<file path="config.mk">
export PLATFORM = sky130hd
export DESIGN_NAME = reg_dump_flat
export DESIGN_NICKNAME = d
export VERILOG_FILES = /design/src/rtl/reg_dump_pkg.sv /design/src/rtl/reg_dump_if.sv /design/src/rtl/reg_dump.sv /design/src/flat_wrapper.sv
export SDC_FILE = /design/constraint.sdc
export NUM_CORES = 1
export LEC_CHECK = 0
export CAP_MARGIN = 10
export CORE_ASPECT_RATIO = 1.1
export CORE_MARGIN = 5
export CORE_UTILIZATION = 36
export DETAILED_ROUTE_END_ITERATION = 6
export GPL_TIMING_DRIVEN = 0
export PLACE_DENSITY = 0.74
export SYNTH_ARGS = -nofsm -noshare
export SYNTH_HDL_FRONTEND = slang
export SYNTH_SLANG_ARGS = --single-unit
</file>
<file path="constraint.sdc">
create_clock -name clk -period 1.9 [get_ports clk]
set_clock_uncertainty 0.2 [all_clocks]
set_input_delay 0.38 -clock clk [delete_from_list [all_inputs] [get_ports clk]]
set_output_delay 0.38 -clock clk [all_outputs]
set_load 0.005 [all_outputs]
</file>
<file path="src/rtl/reg_dump_pkg.sv">
// reg_dump_pkg: shared FSM encoding and default sizes for the register dumper
package reg_dump_pkg;
  localparam int NUM_REGS_DEF = 32;
  localparam int ADDR_W_DEF = 5;
  localparam int DATA_W_DEF = 32;
  typedef enum logic [1:0] {IDLE, READ, SEND, DONE} state_t;
endpackage

</file>
<file path="src/rtl/reg_dump_if.sv">
// reg_dump_if: control, reg_file read port and output stream of the dumper
interface reg_dump_if #(
  parameter int ADDR_W = reg_dump_pkg::ADDR_W_DEF,
  parameter int DATA_W = reg_dump_pkg::DATA_W_DEF
);
  logic start, busy, done, out_valid, out_ready;
  logic [ADDR_W-1:0] ra, out_addr;
  logic [DATA_W-1:0] rd, out_data;
  modport master (input start, rd, out_ready, output busy, done, ra, out_data, out_addr, out_valid);
  modport slave (output start, rd, out_ready, input busy, done, ra, out_data, out_addr, out_valid);
endinterface

</file>
<file path="src/rtl/reg_dump.sv">
// reg_dump: walks x0..x(NUM_REGS-1) through the reg_file read port and streams each word out
module reg_dump
  import reg_dump_pkg::*;
#(
  parameter int NUM_REGS = NUM_REGS_DEF,
  parameter int ADDR_W = ADDR_W_DEF,
  parameter int DATA_W = DATA_W_DEF
) (
  input logic clk,
  input logic rst,
  reg_dump_if.master bus
);
  state_t state_q, state_d;
  logic [ADDR_W-1:0] idx_q, idx_d, addr_q, addr_d;
  logic [DATA_W-1:0] data_q, data_d;
  logic valid_q, valid_d, busy_q, busy_d, done_q, done_d, last;
  assign last = idx_q == ADDR_W'(NUM_REGS - 1);
  always_comb begin
    state_d = state_q;
    idx_d = idx_q;
    addr_d = addr_q;
    data_d = data_q;
    unique case (state_q)
      IDLE: if (bus.start) begin
        state_d = READ;
        idx_d = '0;
      end
      READ: begin
        state_d = SEND;
        data_d = bus.rd;
        addr_d = idx_q;
      end
      SEND: if (bus.out_ready) begin
        state_d = last ? DONE : READ;
        idx_d = last ? idx_q : idx_q + 1'b1;
      end
      DONE: state_d = IDLE;
    endcase
    // outputs are registered alongside the state they describe
    valid_d = state_d == SEND;
    busy_d = state_d != IDLE;
    done_d = state_d == DONE;
  end
  always_ff @(posedge clk) begin
    if (rst) begin
      state_q <= IDLE;
      idx_q <= '0;
      addr_q <= '0;
      data_q <= '0;
      valid_q <= 1'b0;
      busy_q <= 1'b0;
      done_q <= 1'b0;
    end else begin
      state_q <= state_d;
      idx_q <= idx_d;
      addr_q <= addr_d;
      data_q <= data_d;
      valid_q <= valid_d;
      busy_q <= busy_d;
      done_q <= done_d;
    end
  end
  assign bus.ra = idx_q;
  assign bus.out_addr = addr_q;
  assign bus.out_data = data_q;
  assign bus.out_valid = valid_q;
  assign bus.busy = busy_q;
  assign bus.done = done_q;
endmodule

</file>
<file path="src/flat_wrapper.sv">
// flat-port wrapper written by rule: the top's interface ports become plain ports
module reg_dump_flat import reg_dump_pkg::*;
#(
  parameter int NUM_REGS = NUM_REGS_DEF,
  parameter int ADDR_W = ADDR_W_DEF,
  parameter int DATA_W = DATA_W_DEF
)
  (clk, rst, bus_start, bus_rd, bus_out_ready, bus_busy, bus_done, bus_ra, bus_out_data, bus_out_addr, bus_out_valid);
  reg_dump_if #(.ADDR_W(ADDR_W), .DATA_W(DATA_W)) bus_i ();
  input logic clk;
  input logic rst;
  input wire logic [$bits(bus_i.start)-1:0] bus_start;
  input wire logic [$bits(bus_i.rd)-1:0] bus_rd;
  input wire logic [$bits(bus_i.out_ready)-1:0] bus_out_ready;
  output wire logic [$bits(bus_i.busy)-1:0] bus_busy;
  output wire logic [$bits(bus_i.done)-1:0] bus_done;
  output wire logic [$bits(bus_i.ra)-1:0] bus_ra;
  output wire logic [$bits(bus_i.out_data)-1:0] bus_out_data;
  output wire logic [$bits(bus_i.out_addr)-1:0] bus_out_addr;
  output wire logic [$bits(bus_i.out_valid)-1:0] bus_out_valid;
  assign bus_i.start = bus_start;
  assign bus_i.rd = bus_rd;
  assign bus_i.out_ready = bus_out_ready;
  assign bus_busy = bus_i.busy;
  assign bus_done = bus_i.done;
  assign bus_ra = bus_i.ra;
  assign bus_out_data = bus_i.out_data;
  assign bus_out_addr = bus_i.out_addr;
  assign bus_out_valid = bus_i.out_valid;
  reg_dump #(.NUM_REGS(NUM_REGS), .ADDR_W(ADDR_W), .DATA_W(DATA_W)) u_core (.clk(clk), .rst(rst), .bus(bus_i));
endmodule
</file>
==> results.py <==
metrics = {
    "cts": {
        "postCtsSetupBuffers": 0,
        "ctsHoldBuffers": 0,
        "worstSkewPairLatency_ps": 290,
        "clk_pin_slew_ps": 80,
        "cts.sinks": 47,
        "htreeDepth": 2,
        "cts_inserted_buffers": 5,
        "ctsRootBufferMaster": "clkbuf_8",
        "cts_buffer_depth": 2,
        "cts_tree": "done",
    },
    "synthesis": {
        "synthTopCellsByArea": "dfxtp_1, nand2_1, a21oi_1",
        "yosysTopAreaCell": "dfxtp_1",
        "ys_async_sr_fraction_pct": 0,
        "synth_fp_nets": 245,
        "synth_top_area_share_pct": 54.3,
        "yosysSeqAreaShare_pct": 54.3,
        "yosysMostFrequentCell": "nand2_1",
        "synth_commonest_cells": "nand2_1, dfxtp_1, a21oi_1",
        "synth-edff-count": 0,
        "syn_area_sq_mm": 0.00173,
        "synth_cells": 207,
        "ys_ff_latch": 47,
        "ys_types": 24,
        "ys.flop_type": "dfxtp_1",
        "synth.avg_cell_area_sq_um": 8.37,
        "synth_warnings": 0,
    },
    "global_routing": {
        "grt_max_degree": 14,
        "antenna_found_initial": 0,
        "grtUsageTotal_pct": 14.2,
        "grt_pass1_vias": 1575,
        "overflow": 0,
        "grt_pass1_wl_um": 7200,
    },
    "route": {
        "drc_errors": 0,
        "dr.pass1.iters": 4,
        "routedWlPerCell_um": 12.7,
        "detail_route.vias_per_cell": 4.75,
        "vias": 1669,
        "ant_nets": 0,
        "wl_um": 4450,
        "drt_iter0_drc": 64,
    },
    "timing": {
        "hold_viol": 0,
        "fmax_mhz": 544,
        "holdWs_ps": 255,
        "final_max_slew_viol_count": 0,
        "setup_viol": 0,
        "tightest_slew_ps": 458,
        "rsz0062_at_grt": "true",
        "layout_min_cycle_time_ps": 1840,
        "slew_headroom_pct": 69.5,
        "setup_tns_ps": 0,
        "period_share_pct": 96.8,
    },
    "place": {
        "dp_hpwl_um": 3290,
        "dp_cells": 343,
        "port_buffers": 80,
        "gp_congestion": 0.730,
    },
    "status": {
        "status": "complete, no violations",
    },
    "worst_setup_path": {
        "worstPathRequired_ps": 1890,
        "critPathCaptureType": "register",
        "startpoint_type": "register",
        "reg2reg_setup_slack_ps": 60,
        "arrival_ps": 1830,
        "crit_type": "register to register",
        "cp_max_fo": 5,
    },
    "final_layout": {
        "fin_util_pct": 58.7,
        "final_cells": 351,
        "area.growth.synth_to_final_pct": 57.5,
        "antennaDiodeCount": 0,
        "drive_above_1_share_pct": 8.14,
        "fin_nets": 332,
    },
    "die": {
        "start_util_pct": 37.3,
        "die_w_um": 76.2,
        "dieHeight_um": 82.8,
        "dieArea_sq_mm": 0.00630,
        "core_sq_mm": 0.00465,
        "rows": 26,
        "io_pins": 81,
    },
    "power": {
        "p_leak_nw": 0.982,
        "powerDensity_mw_per_mm2": 729,
        "power_mw": 1.99,
        "ir_drop_mv": 0.366,
    },
    "flow_run": {
        "maxCapViolCount": 0,
    },
    "min_path": {
        "hold_path_class": "register to register",
    },
}
repair_timing:
| action | in CTS | in global routing |
|---|---|---|
| endpoints found under the setup margin | 5 | 19 |
| resized for setup | 2 | 10 |
| pin swaps | 0 | 2 |
layout make-up:
class | count | area [sq um]
Tap cell | 56 | 70.1
Clock buffer | 8 | 100
Fill cell | 446 | 1920
Timing Repair Buffer | 80 | 801
Multi-Input combinational cell | 146 | 743
Buffer | 14 | 72.6
Sequential cell | 47 | 942
sequential cells by signal (all words and copies together), names as in the netlist:
register and count:
u_core.bus.out_valid 1, u_core.bus.out_addr 5, u_core.bus.out_data 32, u_core.bus.ra 5, u_core.state_q 2, u_core.bus.done 1, u_core.bus.busy 1
kinds of logic after synthesis:
family	synth area share (%)
and+or+nand+nor	24.7
DFF	54.3
AOI/OAI and AO/OA	13.4
buffers and inverters	3.90
muxes	1.73
adders and majority gates	1.44
xor gates and xnor gates	0.506
per-stage QoR:
stage | setup WS [ps] | cell area [sq um]
4_1_cts | 20.0 | 2720
2_1_floorplan | 24.2 | 1730
6_report | 61.4 | 2730
3_3_place_gp | -216 | 2600
5_1_grt | -27.5 | 2730
3_5_place_dp | -217 | 2600
worst max-delay path: stages, from the launching register on:
cell	delay, ps
dfxtp_2	350
ha_1	210
and3_1	180
ha_2	180
nand4bb_4	270
xnor2_1	160
and3b_1	180
per-layer routing:
metal / up-vias / track usage (%) / share of wire (%)
met2: 42 / 25.2 / 50
met3: 12 / 2.60 / 4.8
met5: - / 0 / 0
li1: 853 / - / -
met4: 0 / 8.57 / 2.6
met1: 762 / 16.2 / 42
path summary, 6_finish.rpt:
path	startpoint	to	cells after the start
max	u_core.bus.ra[0]$_SDFFE_PP0P_	u_core.bus.ra[0]$_SDFFE_PP0P_	6
min	u_core.bus.out_data[9]$_SDFFE_PP0P_	u_core.bus.out_data[9]$_SDFFE_PP0P_	2
max reg2reg	u_core.bus.ra[0]$_SDFFE_PP0P_	u_core.bus.ra[0]$_SDFFE_PP0P_	6
min reg2reg	u_core.bus.out_data[9]$_SDFFE_PP0P_	u_core.bus.out_data[9]$_SDFFE_PP0P_	2
power breakdown:
group | internal [mW] | switching [mW] | total, mW
clock network | 0.332 | 0.307 | 0.639
logic | 0.178 | 0.120 | 0.298
registers | 1.03 | 0.0241 | 1.05
cell usage in the layout (no fill, tap or decap), types with 2 or more instances in the layout:
| cell type | instances |
|---|---|
| dfxtp_1 | 46 |
| nand2_1 | 76 |
| clkbuf_2 | 4 |
| clkbuf_1 | 3 |
| nand2b_1 | 3 |
| mux2i_1 | 3 |
| or3b_1 | 3 |
| buf_4 | 2 |
| nor2b_1 | 2 |
| clkbuf_8 | 7 |
| nand3_1 | 3 |
| nand3b_1 | 2 |
| clkdlybuf4s50_1 | 80 |
| buf_2 | 6 |
| a21oi_1 | 41 |
(Power assumes the default switching activity.)
